==> config.mk <==
export PLATFORM = sky130hd
export DESIGN_NAME = fir_sample_feeder
export DESIGN_NICKNAME = d
export VERILOG_FILES = /design/src/rtl/fir_sample_feeder.sv
export SDC_FILE = /design/constraint.sdc
export NUM_CORES = 1
export LEC_CHECK = 0
export BUFFER_PORTS_ARGS = -buffer_cell sky130_fd_sc_hd__buf_2
export CAP_MARGIN = 20
export CORE_ASPECT_RATIO = 0.5
export CORE_MARGIN = 1.5
export CORE_UTILIZATION = 53
export DETAILED_ROUTE_END_ITERATION = 8
export MAX_ROUTING_LAYER = met4
export PLACE_DENSITY_LB_ADDON = 0.1
export RECOVER_POWER = 100
export SLEW_MARGIN = 25
export SYNTH_ARGS = -nofsm -noshare
export SYNTH_HDL_FRONTEND = slang
export SYNTH_SLANG_ARGS = --single-unit
export TNS_END_PERCENT = 30
==> constraint.sdc <==
create_clock -name i_clk -period 5.9 [get_ports i_clk]
set_input_delay 0.295 -clock i_clk [delete_from_list [all_inputs] [get_ports i_clk]]
set_output_delay 0.295 -clock i_clk [all_outputs]
set_load 0.1 [all_outputs]
==> src/rtl/fir_sample_feeder.sv <==
`default_nettype none
// ============================================================================
// Module      : fir_sample_feeder
// Description : Upstream transmitter for the FIR filter blocks. Host-written
//               samples are buffered in a small FIFO and offered to the filter
//               on a valid/ready handshake at a programmable sample rate.
// Ports       : i_clk, i_rst (sync, active-high), i_en (global hold)
//               iv_wr_data / i_wr_en      host enqueue, o_full / o_empty status
//               iv_rate_div               sample period minus 1 (0 = unpaced)
//               ov_din / o_din_valid      sample offered, held until i_ready
//               o_underrun / o_overflow   sticky errors, cleared by i_clr_err
//               ov_sent_count             handoffs since reset (wrapping)
// Revision    : 1.0 - initial release
// ============================================================================
module fir_sample_feeder #(
    parameter int DATA_WIDTH     = 24,
    parameter int FIFO_DEPTH     = 16,
    parameter int RATE_DIV_WIDTH = 16
) (
    input  logic                      i_clk,
    input  logic                      i_rst,
    input  logic                      i_en,
    input  logic [DATA_WIDTH-1:0]     iv_wr_data,
    input  logic                      i_wr_en,
    output logic                      o_full,
    output logic                      o_empty,
    input  logic [RATE_DIV_WIDTH-1:0] iv_rate_div,
    output logic [DATA_WIDTH-1:0]     ov_din,
    output logic                      o_din_valid,
    input  logic                      i_ready,
    output logic                      o_underrun,
    output logic                      o_overflow,
    input  logic                      i_clr_err,
    output logic [31:0]               ov_sent_count
);

    localparam int c_ptr_w = $clog2(FIFO_DEPTH);
    localparam int c_cnt_w = c_ptr_w + 1;
    localparam logic [c_cnt_w-1:0] c_depth = c_cnt_w'(FIFO_DEPTH);

    typedef enum logic [0:0] {
        IDLE  = 1'b0,
        OFFER = 1'b1
    } state_t;

    // ------------------------------------------------------------------
    // Declarations
    // ------------------------------------------------------------------
    logic [DATA_WIDTH-1:0]     r_mem [FIFO_DEPTH];
    logic [c_ptr_w-1:0]        r_wr_ptr;
    logic [c_ptr_w-1:0]        r_rd_ptr;
    logic [c_cnt_w-1:0]        r_count;
    logic [c_cnt_w-1:0]        w_count_nxt;
    logic                      r_full;
    logic                      r_empty;
    logic                      w_push;
    logic                      w_pop;

    logic [RATE_DIV_WIDTH-1:0] r_div_cnt;
    logic                      w_paced;
    logic                      w_tick;
    logic                      r_pending;
    logic                      w_pending_eff;

    state_t                    r_state;
    state_t                    w_state_nxt;
    logic                      w_handoff;

    logic [DATA_WIDTH-1:0]     r_din;
    logic                      r_din_valid;
    logic                      r_underrun;
    logic                      r_overflow;
    logic                      w_set_underrun;
    logic                      w_set_overflow;
    logic [31:0]               r_sent_count;

    // ------------------------------------------------------------------
    // Sample FIFO: count-based registered full/empty so every entry is usable
    // ------------------------------------------------------------------
    assign w_push         = i_en & i_wr_en & ~r_full;
    // A write into a full FIFO is lost even if a pop frees a slot this cycle.
    assign w_set_overflow = i_en & i_wr_en & r_full;

    always_comb begin
        w_count_nxt = r_count;
        if (w_push && !w_pop) begin
            w_count_nxt = r_count + c_cnt_w'(1);
        end else if (!w_push && w_pop) begin
            w_count_nxt = r_count - c_cnt_w'(1);
        end
    end

    always_ff @(posedge i_clk) begin
        if (i_rst) begin
            r_wr_ptr <= '0;
            r_rd_ptr <= '0;
            r_count  <= '0;
            r_full   <= 1'b0;
            r_empty  <= 1'b1;
        end else begin
            if (w_push) begin
                r_wr_ptr <= r_wr_ptr + c_ptr_w'(1);
            end
            if (w_pop) begin
                r_rd_ptr <= r_rd_ptr + c_ptr_w'(1);
            end
            r_count <= w_count_nxt;
            r_full  <= (w_count_nxt == c_depth);
            r_empty <= (w_count_nxt == '0);
        end
    end

    always_ff @(posedge i_clk) begin
        if (w_push) begin
            r_mem[r_wr_ptr] <= iv_wr_data;
        end
    end

    // ------------------------------------------------------------------
    // Rate divider: ticks once every iv_rate_div+1 enabled cycles
    // ------------------------------------------------------------------
    assign w_paced       = |iv_rate_div;
    assign w_tick        = i_en & (r_div_cnt == '0);
    // With pacing off, a slot is always available.
    assign w_pending_eff = r_pending | ~w_paced;

    always_ff @(posedge i_clk) begin
        if (i_rst) begin
            r_div_cnt <= iv_rate_div;
            r_pending <= 1'b0;
        end else if (i_en) begin
            if (w_tick) begin
                r_div_cnt <= iv_rate_div;
            end else begin
                r_div_cnt <= r_div_cnt - RATE_DIV_WIDTH'(1);
            end
            // A fresh slot wins over consumption of the previous one.
            if (w_tick) begin
                r_pending <= 1'b1;
            end else if (w_pop) begin
                r_pending <= 1'b0;
            end
        end
    end

    // A slot is missed if the previous one is still unused, or if the
    // feeder is idle with nothing to send when the slot arrives.
    assign w_set_underrun = w_paced & w_tick &
                            ((r_pending & ~w_pop) | ((r_state == IDLE) & r_empty));

    // ------------------------------------------------------------------
    // Handshake FSM
    // ------------------------------------------------------------------
    always_ff @(posedge i_clk) begin
        if (i_rst) begin
            r_state <= IDLE;
        end else begin
            r_state <= w_state_nxt;
        end
    end

    always_comb begin
        w_state_nxt = r_state;
        w_pop       = 1'b0;
        w_handoff   = 1'b0;
        if (i_en) begin
            case (r_state)
                IDLE: begin
                    if (w_pending_eff && !r_empty) begin
                        w_pop       = 1'b1;
                        w_state_nxt = OFFER;
                    end
                end
                OFFER: begin
                    if (i_ready) begin
                        w_handoff   = 1'b1;
                        w_state_nxt = IDLE;
                    end
                end
                default: w_state_nxt = IDLE;
            endcase
        end
    end

    // ------------------------------------------------------------------
    // Offer datapath, counters and sticky flags
    // ------------------------------------------------------------------
    always_ff @(posedge i_clk) begin
        if (i_rst) begin
            r_din        <= '0;
            r_din_valid  <= 1'b0;
            r_sent_count <= '0;
        end else begin
            // ov_din only changes on a pop, so it stays put through the
            // handoff edge and the filter captures the held value.
            if (w_pop) begin
                r_din       <= r_mem[r_rd_ptr];
                r_din_valid <= 1'b1;
            end else if (w_handoff) begin
                r_din_valid <= 1'b0;
            end
            if (w_handoff) begin
                r_sent_count <= r_sent_count + 32'd1;
            end
        end
    end

    always_ff @(posedge i_clk) begin
        if (i_rst) begin
            r_underrun <= 1'b0;
            r_overflow <= 1'b0;
        end else begin
            if (w_set_underrun) begin
                r_underrun <= 1'b1;
            end else if (i_clr_err) begin
                r_underrun <= 1'b0;
            end
            if (w_set_overflow) begin
                r_overflow <= 1'b1;
            end else if (i_clr_err) begin
                r_overflow <= 1'b0;
            end
        end
    end

    assign o_full        = r_full;
    assign o_empty       = r_empty;
    assign ov_din        = r_din;
    assign o_din_valid   = r_din_valid;
    assign o_underrun    = r_underrun;
    assign o_overflow    = r_overflow;
    assign ov_sent_count = r_sent_count;

endmodule
`default_nettype wire

## Word-level counts from Yosys, hierarchy flattened

Memory sizes are Yosys's and may differ from the RTL's. A register that Yosys moved wholly into a read port is not among the register bits.
Index checks and enable logic that the tools add are counted.

| cells by class | value |
|---|---|
| add/sub/neg operators | 6 |
| reduce and logical (&&, ||, !) cells | 15 |
| shifts and indexed selects | 0 |
| bitwise gates (word level) | 14 |
| $mul | 0 |
| multiplexer cells | 22 |
| eq/ne operators | 1 |
| div/mod/pow operators | 0 |
| magnitude comparators | 0 |

Operator list:

| kind | count |
|---|---|
| 2-to-1 mux 16 bit | 3 |
| adder 32 x 1 -> 32 bit, second input constant | 1 |
| logical NOT 16 bit | 1 |
| 2-to-1 mux 1 bit | 16 |
| OR reduction 16 bit | 1 |
| subtractor 16 x 1 -> 16 bit, second input constant | 1 |
| 2-to-1 mux 5 bit | 2 |
| nonzero test 2 bit | 5 |
| adder 4 x 1 -> 4 bit, second input constant | 2 |
| bitwise AND 1 bit | 8 |
| adder 5 x 1 -> 5 bit, second input constant | 1 |
| equality test 5 bit, second input constant | 1 |
| logical NOT 5 bit | 1 |
| subtractor 5 x 1 -> 5 bit, second input constant | 1 |
| inverter 1 bit | 4 |
| logical AND 1 bit | 3 |
| logical NOT 1 bit | 3 |
| bitwise OR 1 bit | 2 |
| case mux 1 bit (2 select lines) | 1 |
| AND reduction 2 bit | 1 |

| word-level totals | value |
|---|---|
| input bits | 46 |
| bits in latches | 0 |
| register bits | 68 |
| memories | 1 |
| logic and storage cells | 71 |
| memory bits (writable) | 384 |
| output and inout port bits | 61 |
| ROM bits | 0 |

Memories:

| memory | depth | bits a word | rd ports | clocked after memory_dff | write ports | line | text |
|---|---|---|---|---|---|---|---|
| r_mem | 16 | 24 | 1 | 1 | 1 | 49 | `logic [DATA_WIDTH-1:0] r_mem [FIFO_DEPTH];` |

## Depth between registers and ports, before layout

| depth | value |
|---|---|
| depth in word-level cells | 12 |
| depth in mapped cells | 9 |

## Worst setup path after synthesis

Ideal clock, no wire load.

| timing | value |
|---|---|
| path type | register to register |
| start point | reg r_full (netlist: o_full) |
| end point | mem r_mem[3][0], enable pin |
| slack | 2.509 ns |
| buffers on the path | 0 |
| arrival time | 2.956 ns |
| cell stages (with the launch flop) | 4 |
| period minus slack after synthesis | 3.391 ns |
| cell sequence | dfxtp_1 > nor2_1 > nand2_1 > nor3_1 |

| between the ends | value |
|---|---|
| cells in the longest elaborated chain, start to end | 4 |

Ends and longest elaborated chain:

| what | line | text |
|---|---|---|
| from (decl) | 54 | `logic r_full;` |
| from (signal assigned) | 108 | `r_full <= (w_count_nxt == c_depth);` |
| inverter 1 bit | 80 | `assign w_push = i_en & i_wr_en & ~r_full;` |
| bitwise AND 1 bit | 80 |  |
| 2-to-1 mux 1 bit | 114 | `if (w_push) begin` |
| 2-to-1 mux 1 bit (not written as such) | 115 | `r_mem[r_wr_ptr] <= iv_wr_data;` |
| to (decl) | 49 |  |

No other way between the ends.

## Worst setup path after layout

| timing | value |
|---|---|
| start point | in i_rst |
| end point | reg r_div_cnt[8], enable pin |

| between the ends | value |
|---|---|
| cells in the longest elaborated chain, start to end | 1 |

Ends and longest elaborated chain:

| what | line | text |
|---|---|---|
| from (decl) | 21 | `input logic i_rst,` |
| nonzero test 2 bit (no line) | n/a |  |
| to (signal assigned) | 129 | `r_div_cnt <= iv_rate_div;` |
| to (signal assigned) | 133 | `r_div_cnt <= iv_rate_div;` |
| to (signal assigned) | 135 | `r_div_cnt <= r_div_cnt - RATE_DIV_WIDTH'(1);` |
| to (decl) | 59 | `logic [RATE_DIV_WIDTH-1:0] r_div_cnt;` |

No other way between the ends.
A chain may end at the register's enable or synchronous reset.

==> results_dict.tcl <==
set metrics [dict create \
    crit_type "in -> reg" \
    drt-initial-drc-count 1038 \
    slew_violations 397 \
    ys_seq_area_frac 0.7147 \
    ctsResizeCount 0 \
    max-vdd-ir-drop_v 0.0002340 \
    antenna_cells 0 \
    numCtsBuffers 41 \
    p_leak_nw 6.342 \
    cpPeakStageDelay_ns 2.15 \
    crit_path_cell_trace "buf_2 > clkbuf_1 > inv_1 > nand2_1" \
    finalCritPeriodShare 0.6743 \
    grt_pass1_wl_um 62870 \
    clkLatencyLatePin_ns 0.56 \
    critPathLaunchType "input port" \
    clk_pin_slew_ns 0.07 \
    fillCellCount 2569 \
    end_kind "register" \
    post-route-drc-count 0 \
    cp_num_buf_inv 3 \
    wirelength_um 41790 \
    post-route-min-period_ns 3.978 \
    synthSimpleGateAreaFrac 0.06826 \
    synthArstFlopShare 0 \
    area_growth_pct 12.12 \
    die_x_um 270.3 \
    start_util 0.5436 \
    std_cell_rows 48 \
    nets 1259 \
    grt_start_max_net_pins 57 \
    clk_path_buf_depth 3 \
    wl_per_cell_um 24.42 \
    gp_congestion 0.8152 \
    dr.pass1.iters 6 \
    seq_area_um2 13540 \
    tightest_slew_ns 2.953 \
    synth_mux_area_frac 0.1466 \
    critPathSlowestCell "clkbuf_1" \
    coreArea_um2 34830 \
    synthTopCellsByCount "edfxtp_1 (400), mux4_2 (120), nand2_1 (83), dfxtp_1 (76), nor2_1 (63)" \
    p_per_area_nw_per_um2 309.5 \
    first_global_vias 10250 \
    globalRouteOverflowTotal 0 \
    ys_ff_latch 476 \
    worst_path_dominant_cell_family "buffers and inverters" \
    cts_max_level 2 \
    vias 10300 \
    status "finished with violations" \
    maxCapViolations 16 \
    grt_usage 0.2378 \
    grt_antenna_before_repair 0 \
    path_max_fanout 56 \
    synth_top_cell_by_area "edfxtp_1" \
    synth_xor_area_frac 0.01573 \
    netlist-cell-type-count 49 \
    synth_edf_count 400 \
    setup_ws_ns 1.922 \
    synth_most_common_cell "edfxtp_1" \
    die_y_um 136.7 \
    synth_compound_area_frac 0.03211 \
    hold_viol 0 \
    synth_area_leaders "edfxtp_1 (63%), mux4_2 (14%), dfxtp_1 (8.0%)" \
    fin_skew_ns 0.02330 \
    syn_area_um2 18940 \
    syn_inst 1090 \
    die_area_um2 36940 \
    synth_fa_ha_area_frac 0.005947 \
    cp.arrival_ns 4.17 \
    fmax_mhz 251.4 \
    drive_above_1_share 0.1772 \
    tns_ns 0 \
    io_pins 107 \
    synth_top_cell_area_share 0.6343 \
    cts_root_buf "clkbuf_16" \
    yosysWarningCount 0 \
    synth_top_family_by_area "multiplexers" \
    post-place-ws_ns 2.985 \
    dp_hpwl_um 22520 \
    via_per_inst 6.020 \
    required_ns 6.09 \
    multi_input_area_um2 5136 \
    slew-limit-headroom -0.9688 \
    synth_nets 1145 \
    hold_class "in -> reg" \
    numPortBuffers 106 \
    syn-mean-instance-area_um2 17.37 \
    cts_tree "yes" \
    violations "max-capacitance violations, max-slew violations" \
    rsz0062_at_grt "no" \
    antenna_left 0 \
    clock_sinks 476 \
    synth_ff_type "edfxtp_1" \
    finalSetupViolCount 0 \
]
per-stage QoR:
stage                     cells  area (um^2)  power (mW)    util  hold WS, ns
after floorplan            1090        18940       3.879       -       0.3939
after global placement     1632        20090       3.955  0.5769       0.4406
after detailed placement   1635        20160       3.965  0.5788       0.4463
after CTS                  1711        21490       6.618  0.6170      0.01951
after global routing       1711        21230       6.763  0.6095      0.04954
final                      1711        21230       6.571  0.6095      0.04417
power breakdown:
part           switching (mW)  internal [mW]
Sequential             0.0220           3.68
Combinational           0.130         0.0609
Clock                    1.21           1.47
area by class of cell:
cell class,instances,area share
flip-flops and latches,476,0.6378
inverters,17,0.003005
repair buffers,132,0.02711
clock inverters,17,0.007484
well taps,475,0.02799
multi-input cells,536,0.2419
clock buffers,58,0.05469
routing by layer:
| layer | wire [um] | vias to the layer above | track usage |
|---|---|---|---|
| met5 | 0 | - | - |
| met2 | 19550 | 351 | 0.3612 |
| li1 | - | 4561 | - |
| met4 | 625 | 0 | 0.05369 |
| met3 | 2745 | 55 | 0.04544 |
| met1 | 18870 | 5333 | 0.3389 |
state kept, by name, indices dropped and copies added, names as in the netlist, 4 cells and up:
| register | count |
|---|---|
| r_wr_ptr | 4 |
| ov_sent_count | 32 |
| ov_din | 24 |
| r_rd_ptr | 4 |
| r_count | 5 |
| r_mem | 384 |
| r_div_cnt | 16 |
placed cells by master (no fill, tap or decap), drive strengths merged, types with 8 or more instances in the layout:
| master | netlist | layout |
|---|---|---|
| clkbuf | 43 | 162 |
| edfxtp | 400 | 400 |
| and3 | 9 | 9 |
| ha | 9 | 9 |
| or4 | 9 | 9 |
| nor2 | 63 | 63 |
| nor4 | 17 | 17 |
| buf | 18 | 27 |
| nand4 | 8 | 8 |
| nand2b | 9 | 9 |
| nor3 | 13 | 13 |
| xor2 | 8 | 8 |
| xnor2 | 26 | 26 |
| nand2 | 83 | 83 |
| mux4 | 120 | 120 |
| dfxtp | 76 | 76 |
| a21oi | 60 | 60 |
| nand3 | 16 | 16 |
| or3 | 13 | 13 |
| inv | 17 | 19 |
| o21ai | 13 | 13 |
| clkinv | 0 | 11 |
what timing repair did:
| action | 4_1_cts | 5_1_grt |
|---|---|---|
| setup buffers | 0 | 0 |
| endpoints found under the hold margin | 1 | 0 |
| hold buffers | 1 | 0 |
path summary, 6_finish.rpt:
check / startpoint / endpoint / slack, ns / cells past startpoint
setup / recovery: i_rst / r_div_cnt[8] / 1.92 / 4
hold / removal: iv_rate_div[0] / r_div_cnt[0] / 0.04 / 2
setup reg to reg: o_full / r_mem[8][22] / 2.07 / 4
hold reg to reg: ov_din[1] / ov_din[1] / 0.46 / 2
cell families after synthesis:
| group | Yosys count |
|---|---|
| compound gates | 104 |
| simple gates | 262 |
| flops | 476 |
| fa+ha+maj | 9 |
| mux | 127 |
| buf+inv | 78 |
| xor+xnor | 34 |
No activity file was read; power rests on OpenSTA's default activity.
